==> src/rtl/i8080_int_ctrl_pkg.sv <==
// Shared constants, state encodings and opcode helper for the i8080 vectored
// interrupt controller.
package i8080_int_ctrl_pkg;

    localparam logic [7:0] RST_OPCODE_BASE = 8'hC7;
    localparam logic [7:0] SPURIOUS_OPCODE = 8'hFF;
    localparam int         STATUS_INTA_BIT = 0;

    localparam logic [1:0] ST_IDLE = 2'd0;
    localparam logic [1:0] ST_INTA = 2'd1;
    localparam logic [1:0] ST_DONE = 2'd2;

    // Selection frozen at the start of an acknowledge cycle.
    typedef struct packed {
        logic       valid;
        logic [2:0] id;
    } ack_t;

    function automatic int idx_width(input int n);
        return (n > 1) ? $clog2(n) : 1;
    endfunction

    // RST n opcode: 11nnn111.
    function automatic logic [7:0] rst_opcode(input logic [2:0] n);
        return RST_OPCODE_BASE | {2'b00, n, 3'b000};
    endfunction

endpackage

==> src/rtl/i8080_int_ctrl_prio_enc.sv <==
// Lowest-set-bit encoder: bit 0 is the highest priority.
module int_prio_enc #(
    parameter int N     = 8,
    parameter int IDX_W = 3
) (
    input  logic [N-1:0]     i_req,
    output logic [IDX_W-1:0] o_idx,
    output logic             o_valid
);
    always_comb begin
        o_idx = '0;
        for (int i = N - 1; i >= 0; i--) begin
            if (i_req[i]) o_idx = IDX_W'(i);
        end
    end

    assign o_valid = |i_req;

endmodule

==> src/rtl/i8080_int_ctrl_sync.sv <==
// Two-flop synchronizer for one asynchronous request line.
module i8080_sync2 (
    input  logic clk,
    input  logic rst_n,
    input  logic i_d,
    output logic o_q
);
    logic r_meta;
    logic r_q;

    always_ff @(posedge clk or negedge rst_n) begin
        if (!rst_n) begin
            r_meta <= 1'b0;
            r_q    <= 1'b0;
        end else begin
            r_meta <= i_d;
            r_q    <= r_meta;
        end
    end

    assign o_q = r_q;

endmodule

==> src/rtl/i8080_int_ctrl.sv <==
// Vectored interrupt controller: latches requests, applies mask and nested
// fixed priority, and answers the i8080 INTA cycle with an RST opcode.
module i8080_int_ctrl
    import i8080_int_ctrl_pkg::*;
#(
    parameter int XLEN        = 8,
    parameter int NUM_IRQ     = 8,
    parameter int EDGE_MODE   = 1,
    parameter int VECTOR_BASE = 0
) (
    input  logic               clk,
    input  logic               rst,
    input  logic [NUM_IRQ-1:0] irq,
    input  logic [NUM_IRQ-1:0] mask_wdata,
    input  logic               mask_we,
    input  logic               eoi,
    input  logic               sync,
    input  logic [XLEN-1:0]    status,
    input  logic               dbin,
    output logic               cpu_int,
    output logic [XLEN-1:0]    vector_data,
    output logic               vector_oe,
    output logic [NUM_IRQ-1:0] pending,
    output logic [NUM_IRQ-1:0] in_service
);
    localparam int IDX_W = idx_width(NUM_IRQ);

    logic [NUM_IRQ-1:0] w_irq_s;
    logic [NUM_IRQ-1:0] w_pend_next;
    logic [NUM_IRQ-1:0] w_elig;
    logic [NUM_IRQ-1:0] w_commit;
    logic [NUM_IRQ-1:0] w_eoi_clr;
    logic [IDX_W-1:0]   w_sel_idx;
    logic               w_sel_vld;
    logic [IDX_W-1:0]   w_isv_idx;
    logic               w_isv_vld;
    logic [7:0]         w_opcode;
    logic               w_unused_status;

    logic [NUM_IRQ-1:0] r_pending;
    logic [NUM_IRQ-1:0] r_mask;
    logic [NUM_IRQ-1:0] r_isv;
    logic [1:0]         r_state;
    logic               r_dbin_seen;
    ack_t               r_ack;

    for (genvar g = 0; g < NUM_IRQ; g++) begin : g_sync
        i8080_sync2 u_sync (
            .clk   (clk),
            .rst_n (rst),
            .i_d   (irq[g]),
            .o_q   (w_irq_s[g])
        );
    end

    generate
        if (EDGE_MODE != 0) begin : g_edge
            logic [NUM_IRQ-1:0] r_prev;
            logic [NUM_IRQ-1:0] r_rise;

            always_ff @(posedge clk or negedge rst) begin
                if (!rst) begin
                    r_prev <= '0;
                    r_rise <= '0;
                end else begin
                    r_prev <= w_irq_s;
                    r_rise <= w_irq_s & ~r_prev;
                end
            end

            // A new rise on the acknowledge-clear edge must not be lost.
            assign w_pend_next = (r_pending & ~w_commit) | r_rise;
        end else begin : g_level
            assign w_pend_next = w_irq_s;
        end
    endgenerate

    int_prio_enc #(.N(NUM_IRQ), .IDX_W(IDX_W)) u_isv_enc (
        .i_req   (r_isv),
        .o_idx   (w_isv_idx),
        .o_valid (w_isv_vld)
    );

    // Only channels strictly above the active in-service level may nest.
    always_comb begin
        w_elig = '0;
        for (int i = 0; i < NUM_IRQ; i++) begin
            w_elig[i] = r_pending[i] & ~r_mask[i] &
                        (!w_isv_vld || (IDX_W'(i) < w_isv_idx));
        end
    end

    int_prio_enc #(.N(NUM_IRQ), .IDX_W(IDX_W)) u_sel_enc (
        .i_req   (w_elig),
        .o_idx   (w_sel_idx),
        .o_valid (w_sel_vld)
    );

    always_comb begin
        w_commit  = '0;
        w_eoi_clr = '0;
        for (int i = 0; i < NUM_IRQ; i++) begin
            w_commit[i]  = (r_state == ST_DONE) && r_ack.valid && (r_ack.id == 3'(i));
            w_eoi_clr[i] = eoi && w_isv_vld && (w_isv_idx == IDX_W'(i));
        end
    end

    always_ff @(posedge clk or negedge rst) begin
        if (!rst) begin
            r_pending <= '0;
            r_mask    <= '0;
            r_isv     <= '0;
        end else begin
            r_pending <= w_pend_next;
            r_isv     <= (r_isv & ~w_eoi_clr) | w_commit;
            if (mask_we) r_mask <= mask_wdata;
        end
    end

    always_ff @(posedge clk or negedge rst) begin
        if (!rst) begin
            r_state     <= ST_IDLE;
            r_dbin_seen <= 1'b0;
            r_ack       <= '0;
        end else begin
            case (r_state)
                ST_IDLE: begin
                    if (sync && status[STATUS_INTA_BIT]) begin
                        r_state     <= ST_INTA;
                        r_dbin_seen <= 1'b0;
                        r_ack.valid <= w_sel_vld;
                        r_ack.id    <= 3'(w_sel_idx);
                    end
                end
                ST_INTA: begin
                    if (dbin) r_dbin_seen <= 1'b1;
                    else if (r_dbin_seen) r_state <= ST_DONE;
                end
                ST_DONE: r_state <= ST_IDLE;
                default: r_state <= ST_IDLE;
            endcase
        end
    end

    always_comb begin
        w_opcode = SPURIOUS_OPCODE;
        if (r_ack.valid) w_opcode = rst_opcode(3'(VECTOR_BASE) + r_ack.id);
    end

    assign w_unused_status = ^status;
    assign cpu_int         = w_sel_vld;
    assign vector_oe       = (r_state == ST_INTA) && dbin;
    assign vector_data     = (r_state == ST_INTA) ? XLEN'(w_opcode) : '0;
    assign pending         = r_pending;
    assign in_service      = r_isv;

endmodule

==> config.mk <==
export PLATFORM = sky130hd
export DESIGN_NAME = i8080_int_ctrl
export DESIGN_NICKNAME = d
export VERILOG_FILES = /design/src/rtl/i8080_int_ctrl_pkg.sv /design/src/rtl/i8080_int_ctrl_prio_enc.sv /design/src/rtl/i8080_int_ctrl_sync.sv /design/src/rtl/i8080_int_ctrl.sv
export SDC_FILE = /design/constraint.sdc
export NUM_CORES = 1
export LEC_CHECK = 0
export ABC_AREA = 0
export BUFFER_PORTS_ARGS = -buffer_cell sky130_fd_sc_hd__buf_2
export CAP_MARGIN = 20
export CORE_MARGIN = 2
export CORE_UTILIZATION = 53
export CTS_CLUSTER_SIZE = 10
export DETAILED_ROUTE_END_ITERATION = 10
export GPL_ROUTABILITY_DRIVEN = 0
export PLACE_DENSITY = 0.76
export SKIP_CTS_REPAIR_TIMING = 1
export SLEW_MARGIN = 20
export SYNTH_ARGS = -nofsm -noshare
export SYNTH_HDL_FRONTEND = slang
export SYNTH_HIERARCHICAL = 1
export SYNTH_SLANG_ARGS = --single-unit
==> constraint.sdc <==
create_clock -name clk -period 2.7 [get_ports clk]
set_input_delay 0.27 -clock clk [delete_from_list [all_inputs] [get_ports clk]]
set_output_delay 0.27 -clock clk [all_outputs]
set_load 0.01 [all_outputs]
# ---- Yosys cells after proc, flatten, opt, wreduce, memory -nomap -nowiden
# Cells that the tools add are included.
dict set report word_totals {
  ff_bits 63
  in_bits 30
  output_inout_bits 26
  elab_cells 148
}
dict set report classes {
  order_cmp 8
  eq_ne 20
  n_mux 25
  bitwise 32
  reduce_logical 38
}
# cell count
set op_table {}
lappend op_table {{$mux W3} 16}
lappend op_table {{$and A8 B8 Y8} 3}
lappend op_table {{$eq A3 B3 Y1 const B} 8}
lappend op_table {{$not A8 Y8} 3}
lappend op_table {{$logic_and A1 B1 Y1} 20}
lappend op_table {{$and A1 B1 Y1} 16}
lappend op_table {{$or A8 B8 Y8} 2}
lappend op_table {{$reduce_or A8 Y1} 2}
lappend op_table {{$eq A3 B2 Y1 const B} 4}
lappend op_table {{$lt A3 B3 Y1 const A} 4}
lappend op_table {{$logic_or A1 B1 Y1} 8}
lappend op_table {{$mux W8} 1}
lappend op_table {{$ne A2 B2 Y1 const B} 4}
lappend op_table {{$not A1 Y1} 8}
lappend op_table {{$eq A3 B1 Y1 const B} 2}
lappend op_table {{$logic_not A3 Y1} 2}
lappend op_table {{$lt A1 B3 Y1 const A} 2}
lappend op_table {{$lt A2 B3 Y1 const A} 2}
lappend op_table {{$mux W2} 3}
lappend op_table {{$mux W6} 1}
lappend op_table {{$reduce_and A3 Y1} 2}
lappend op_table {{$pmux W2 S2} 1}
lappend op_table {{$eq A2 B1 Y1 const B} 1}
lappend op_table {{$eq A2 B2 Y1 const B} 1}
lappend op_table {{6 further kinds} 7}

# ---- Longest topological paths before layout
# Gate-level depths: netlist of the first run.
dict set report depth {
  ltp_word 19
  mapped_depth 10
  depth_no_buf 9
}

# ---- Modules after synthesis
# The synthesis of the first run kept the hierarchy.
# mod instances cells_each area_each_um2 seq_area_each_um2
set modules_own_cells {}
lappend modules_own_cells {i8080_int_ctrl 1 154 1874.3 1176.1}
lappend modules_own_cells {i8080_sync2 8 2 50.0 50.0}
lappend modules_own_cells {int_prio_enc 2 13 81.3 0.0}

# ---- Worst setup path before layout of the first run
# Ideal clock, no wire load.
dict set report synth_timing {
  path_type {register -> register}
  startpoint {reg r_isv[4] (netlist: in_service[4])}
  endpoint {reg r_ack[2] (netlist bit)}
  setup_ns 0.125
  arrival_ns 2.037
  t_required_ns 2.575
  setup_slack_ns 0.538
  stages_incl_launch_ff 7
  n_path_buf 0
  period_less_slack_ns 2.162
  cell_sequence {dfrtp_1 o41ai_1 inv_1 a311oi_1 nor2_1 and3b_1 mux2_4}
}
dict set report synth_between {
  elab_cells_between_ends 39
  cone_classes {order compare: 8; mux: 13; bitwise: 8; reduce/logical: 10}
}
# item line
set synth_rtl {}
lappend synth_rtl {{start: declaration} i8080_int_ctrl.sv:42} ;# logic [NUM_IRQ-1:0] r_isv;
lappend synth_rtl {{start signal: assignment} i8080_int_ctrl.sv:115} ;# r_isv <= (r_isv & ~w_eoi_clr) | w_commit;
lappend synth_rtl {{$mux W3 (5 in a row)} i8080_int_ctrl_prio_enc.sv:13} ;# if (i_req[i]) o_idx = IDX_W'(i);
lappend synth_rtl {{named net w_isv_idx[0]} i8080_int_ctrl.sv:35} ;# logic [IDX_W-1:0] w_isv_idx;
lappend synth_rtl {{$lt A1 B3 Y1} i8080_int_ctrl.sv:89} ;# (!w_isv_vld || (IDX_W'(i) < w_isv_idx));
lappend synth_rtl {{$logic_or A1 B1 Y1} i8080_int_ctrl.sv:89}
lappend synth_rtl {{$and A1 B1 Y1} i8080_int_ctrl.sv:88} ;# w_elig[i] = r_pending[i] & ~r_mask[i] &
lappend synth_rtl {{named net w_elig[0]} i8080_int_ctrl.sv:30} ;# logic [NUM_IRQ-1:0] w_elig;
lappend synth_rtl {{$mux W3} i8080_int_ctrl_prio_enc.sv:13}
lappend synth_rtl {{named net w_sel_idx[2]} i8080_int_ctrl.sv:33} ;# logic [IDX_W-1:0] w_sel_idx;
lappend synth_rtl {{end: declaration} i8080_int_ctrl.sv:45} ;# ack_t r_ack;
# The timed path passes the listed nets, and every way through them passes these cells.
# A chain may end at the register's enable or synchronous reset.

# ---- Worst setup path after layout of the first run
dict set report layout_timing {
  startpoint {reg r_isv[4] (netlist: in_service[4])}
  endpoint {out cpu_int}
}
dict set report layout_between {
  elab_chain_cells 9
  elab_cells_between_ends 32
  cone_classes {order compare: 8; mux: 5; bitwise: 8; reduce/logical: 11}
}
# item line
set layout_lines {}
lappend layout_lines {{$mux W3 (5 in a row)} i8080_int_ctrl_prio_enc.sv:13}
lappend layout_lines {{named net w_isv_idx[1]} i8080_int_ctrl.sv:35}
lappend layout_lines {{$lt A1 B3 Y1} i8080_int_ctrl.sv:89}
lappend layout_lines {{$logic_or A1 B1 Y1} i8080_int_ctrl.sv:89}
lappend layout_lines {{$and A1 B1 Y1} i8080_int_ctrl.sv:88}
lappend layout_lines {{named net w_elig[0]} i8080_int_ctrl.sv:30}
lappend layout_lines {{$reduce_or A8 Y1} i8080_int_ctrl_prio_enc.sv:17} ;# assign o_valid = |i_req;
lappend layout_lines {{end: declaration} i8080_int_ctrl.sv:20} ;# output logic cpu_int,
# The timed path passes the listed nets, and every way through them passes these cells.

==> results of run 1 <==
cell usage in the layout, fill, tap and decap left out, types with 3 or more instances in the layout:
cell type / instances
inv_1: 7
nor2_1: 9
buf_2: 48
o21ai_0: 8
mux2_2: 8
clkbuf_8: 10
nor2b_1: 14
a21o_1: 9
a21oi_1: 10
mux2_4: 4
nand3_1: 6
dfrtp_1: 61
nand2b_1: 6
buf_4: 5
nand2_1: 16
o31ai_1: 3
through the flow:
stage | total power [mW] | util
after floorplan | 2.097 | -
after global placement | 2.378 | 0.6196
after detailed placement | 2.406 | 0.6196
after CTS | 3.106 | 0.6595
after global routing | 3.441 | 0.6721
final | 3.207 | 0.6721
cell families (layout without fill, tap and decap cells):
kind of cell | Yosys count | count (layout) | share of synthesized area
AOI/OAI and AO/OA | 38 | 38 | 0.1006
and+or+nand+nor | 66 | 66 | 0.1535
buffers and inverters | 17 | 79 | 0.03748
DFF | 63 | 63 | 0.6468
muxes | 12 | 12 | 0.06160
final timing paths:
| path | startpoint | endpoint | slack [ns] | cells after the start |
|---|---|---|---|---|
| worst max-delay path | in_service[4]$_DFF_PN0_ | cpu_int | 0.12 | 9 |
| worst min-delay path | irq[0] | g_sync[0].u_sync/r_meta$_DFF_PN0_ | 0.03 | 1 |
| worst max register to register | in_service[4]$_DFF_PN0_ | r_ack[2]$_DFFE_PN0P_ | 0.42 | 9 |
| worst min register to register | g_sync[5].u_sync/r_meta$_DFF_PN0_ | g_sync[5].u_sync/o_q$_DFF_PN0_ | 0.34 | 0 |
| max in group asynchronous | rst | pending[3]$_DFF_PN0_ | 1.60 | 3 |
| min in group asynchronous | rst | g_sync[4].u_sync/o_q$_DFF_PN0_ | 0.50 | 2 |
routing by layer:
layer	up-vias	track usage	share of wire
met5	-	0	0
met1	811	0.2211	0.40
met2	50	0.3097	0.52
met3	13	0.07876	0.068
met4	0	0.08805	0.016
li1	785	-	-
registers in the layout, summed over array words and instances (netlist names):
register,count
g_edge.r_prev,8
g_sync.u_sync/o_q,8
in_service,8
r_dbin_seen,1
g_sync.u_sync/r_meta,8
r_ack,4
g_edge.r_rise,8
r_state,2
r_mask,8
pending,8
power breakdown:
part | internal [mW] | leakage [nW] | switching (mW)
sequential | 1.09 | 0.737 | 0.144
combinational | 0.587 | 0.573 | 0.699
clock | 0.355 | 0.0853 | 0.334
layout make-up:
type / instances / share of cell area
sequential: 63 / 0.5359
multi-input combinational: 116 / 0.2679
timing repair buffer: 55 / 0.1045
clock buffer: 11 / 0.04798
tap: 52 / 0.02208
clock inverter: 5 / 0.01146
inverter: 8 / 0.01019
worst max-delay path: cells and delay by family (launching register included):
family | cells | cell delay, ns
AOI/OAI and AO/OA | 3 | 0.76
buffers and inverters | 2 | 0.34
DFF | 1 | 0.44
and+or+nand+nor | 4 | 0.42
==> results.md, run 1 <==
* Status: finished, final reports clean
* Slew HR at 0.5407
* Die Footprint at 0.005157 mm2
* Async S/R FF share, synth at 1.000
* Placed Cells at 290
* Final hold vios at 0
* Net count after synthesis at 226
* Vias/cell at 5.352
* # nets final at 283
* Cells after synthesis at 196
* Starting Density at 0.5559
* # DRC at 0
* Crit-path max FO at 9
* Largest net degree at the start of global routing at 34
* Synth top cells by count: dfrtp_1 (63), nand2_1 (16), nor2b_1 (14)
* DR WL/cell at 13.76 um
* Filler cells at 349
* Synth warn at 6
* Clock latency on the worst-skew pair at 0.34 ns
* CP endpoint kind: output port
* Overall routing resource usage at 0.1907
* Final worst slack at 0.1213 ns
* Core box area at 0.004384 mm2
* Routed via count at 1,659
* Area delta synth->final at 20.89%
* Num CTS Buffers at 9
* Final non-filler cell total at 310
* Area of the multi-input gates at 789.5 um2
* Vias in the first global route at 1,590
* Leading area contributor after synthesis: dfrtp_1
* Design area at 0.002947 mm2
* Io pins at 56
* Top cell type's share of synthesized area at 0.6468
* Initial antenna violation count at 0
* Top area cells in the synthesized netlist: dfrtp_1 (65%), mux2_2 (3.7%), nor2b_1 (3.6%)
* Chip Height at 71.82 um
* Hold Path Class: in2reg
* Layout cells sized above 1 at 0.3488
* Post-synth cell types at 32
* Dpl ws at 0.4476 ns
* DR iter-0 viols at 125
* Clk sinks at 63
* Layout Skew at 0.006097 ns
* Top cell by count, worst path: nor2_1
* Peak VDD IR at 0.5111 mV
* Ant. Diodes at 0
* Clock Pin Slew Worst Setup and Hold Paths at 0.07 ns
* Clock Root Buffer: clkbuf_8
* Die X at 71.82 um
* CTS Buffer Depth at 2
* Register area at 0.001579 mm2
* Synthesized area per cell at 12.44 um2
* Dpl cell area at 0.002716 mm2
* Dominant synthesized flop cell: dfrtp_1
* GRT overflow at 0
* IO Port Bufs at 48
* Detail Route Antenna Nets at 0
* FF+latch count, synth at 63
* Leakage at 1.396 nW
* CTS tree: built
* Post-synthesis sequential area ratio at 0.6468
* Count leader, synth: dfrtp_1
* Worst path slowest cell: dfrtp_1
* CP Cell Sequence: nor2_1, o21ai_0, a21boi_0, buf_4, nor2_1, a311oi_1, nor2_1, nand3_1, buf_2
* Final period utilization at 0.9551
* Min Tclk post-route at 2.579 ns
* First-pass GRT wire length at 7.203 mm
* Least-Margin Pin Slew at 0.6889 ns
* Synthesized area at 0.002437 mm2
* Setup tns final at 0 ns
* Detailed placer's ending HPWL at 3.155 mm
* Critical Path AT at 2.31 ns
* Max_cap viols at 0
* H-tree depth at 3
* Post-synth EDFFs at 0
* Critical Path RT at 2.43 ns
* CP peak stage delay at 0.44 ns
* Rows at 24
* CP Class: reg2out
* Kind of start point of the critical path: flip-flop
* Power Dens Cells at 1088 mW/mm2
* Hold slack at 0.03380 ns
* Fmax at 0.3878 GHz
* Slew Viols, Final at 0
* Initial DRT Pass Iterations at 4
* WL final at 4.267 mm
* Setup violations, final at 0
(Power assumes the default switching activity.)
==> run 2, diff against run 1 <==
Settings changed: CORE_ASPECT_RATIO from default to 1.2.
==> results.md, run 2 (synthesis gave the netlist of run 1 again) <==
* Peak VDD IR at 0.5923 mV (+16%)
* Design area at 0.002980 mm2 (+1.1%)
* WL met2 at 2.325 mm (+5.3%)
* Critical Path RT at 2.43 ns (about the same)
* Vias/cell at 5.222 (-2.4%)
* Vias in the first global route at 1,568 (-1.4%)
* Hold slack at 0.04516 ns (+0.01136 ns)
* Core box area at 0.004493 mm2 (+2.5%)
* Crit-path max FO at 7 (-2)
* Clock Root Buffer: clkbuf_8
* Slew Viols, Final at 0 (unchanged)
* Largest net degree at the start of global routing at 64 (+88%)
* CP peak stage delay at 0.45 ns (about the same)
* Overall routing resource usage at 0.1920 (+0.001288)
* CP Class: reg2out
* Top Layer Used: met4
* WL final at 4.429 mm (+3.8%)
* Io pins at 56 (unchanged)
* Detail Route Antenna Nets at 0 (unchanged)
* Kind of start point of the critical path: flip-flop
* Leakage at 1.411 nW (+1.1%)
* GRT overflow at 0 (unchanged)
* Detailed placer's ending HPWL at 3.080 mm (-2.4%)
* Final hold vios at 0 (unchanged)
* CP Cell Sequence: nor4_4, and3b_2, nand2_1, a21oi_1, nor4_2, nand3_1, buf_2
* Fmax at 0.3828 GHz (-1.3%)
* Die Footprint at 0.005159 mm2 (about the same)
* Dpl ws at 0.4681 ns (+0.02045 ns)
* CTS tree: built
* H-tree depth at 3 (unchanged)
* Clk sinks at 63 (unchanged)
* Metal3 WL at 213 um (-27%)
* Setup tns final at 0 ns (unchanged)
* Rows at 27 (+13%)
* Min Tclk post-route at 2.612 ns (+0.03334 ns)
* CP endpoint kind: output port
* Max_cap viols at 0 (unchanged)
* Dpl cell area at 0.002711 mm2 (-0.18%)
* Met1 Wirelength at 1.769 mm (+4.1%)
* Setup violations, final at 0 (unchanged)
* Area delta synth->final at 22.28%
* First-pass GRT wire length at 7.155 mm (-0.67%)
* Worst path slowest cell: dfrtp_2
* Slew HR at 0.5105 (-0.03022)
* DR WL/cell at 14.06 um (+2.1%)
* Initial antenna violation count at 0 (unchanged)
* Clock latency on the worst-skew pair at 0.33 ns (about the same)
* Starting Density at 0.5425 (-0.01347)
* Initial DRT Pass Iterations at 4 (unchanged)
* # DRC at 0 (unchanged)
* Most frequent cells in the layout: dfrtp_1 (61), buf_2 (48), nand2_1 (16)
* Final worst slack at 0.08794 ns (-0.03334 ns)
* IO Port Bufs at 48 (unchanged)
* Least-Margin Pin Slew at 0.7342 ns (+0.04534 ns)
* Power Dens Cells at 1156 mW/mm2 (+6.2%)
* Chip Height at 78.29 um (+9.0%)
* Fin util at 0.6633 (-0.008764)
* DR iter-0 viols at 106 (-15%)
* Die X at 65.91 um (-8.2%)
* Layout Skew at 0.006328 ns (+0.0002310 ns)
* Ant. Diodes at 0 (unchanged)
* Clock Pin Slew Worst Setup and Hold Paths at 0.07 ns (about the same)
* Commonest non-fill, non-tap cell in the layout: dfrtp_1
* Final period utilization at 0.9674 (+0.01235)
* Num CTS Buffers at 9 (unchanged)
* Unrepaired setup endpoints after global routing: no
* Routed via count at 1,645 (-0.84%)
* Critical Path AT at 2.34 ns (+0.03 ns)
* CP top delay family: simple AND/OR/NAND/NOR gates
* Status: finished, final reports clean
* Layout cells sized above 1 at 0.3502 (+0.001357)
* Buf/Inv on CP at 1 (-1)
* Hold Path Class: in2reg
* CTS Buffer Depth at 2 (unchanged)
* # nets final at 282 (-0.35%)
==> run 2: cell types whose count changed in the layout (fill, tap and decap cells not counted), sizes merged <==
cell	change
dlygate4sd3	-1
bufinv	+2
clkinvlp	-1
clkinv	-1
==> run 2: final timing paths <==
kind / start / to / slack (ns) / cells after the start
setup / recovery: in_service[5]$_DFF_PN0_ / cpu_int / 0.09 / 7
hold / removal: irq[5] / g_sync[5].u_sync/r_meta$_DFF_PN0_ / 0.05 / 1
setup reg to reg: in_service[5]$_DFF_PN0_ / r_ack[2]$_DFFE_PN0P_ / 0.34 / 8
hold reg to reg: g_sync[5].u_sync/r_meta$_DFF_PN0_ / g_sync[5].u_sync/o_q$_DFF_PN0_ / 0.35 / 0
max in group asynchronous: rst / in_service[5]$_DFF_PN0_ / 2.09 / 2
min in group asynchronous: rst / g_sync[5].u_sync/r_meta$_DFF_PN0_ / 0.09 / 2
==> run 2: stage by stage <==
stage	instances	power (mW)
2_1_floorplan	196	2.097
3_5_place_dp	296	2.413
3_3_place_gp	296	2.376
4_1_cts	312	3.315
6_report	315	3.446
5_1_grt	315	3.674
==> run 2: layout make-up <==
cell class	instances	area (um2)
clock buffer	11	141.4
timing repair buffer	54	285.3
inverter	8	30.03
tap	58	72.57
fill	349	1513
multi-input combinational	116	790.8
clock inverter	5	81.33
sequential	63	1579
==> run 2: per-layer routing <==
layer	track usage	vias to the layer above
li1	-	784
met5	0	-
met4	0.1313	0
met1	0.2269	796
met3	0.03725	13
met2	0.3121	52
==> run 2: report_power, final <==
group / internal (mW) / total [mW] / switching, mW / leakage (nW)
registers: 1.09 / 1.24 / 0.149 / 0.737
clock network: 0.545 / 0.885 / 0.340 / 0.110
logic: 0.603 / 1.32 / 0.721 / 0.565
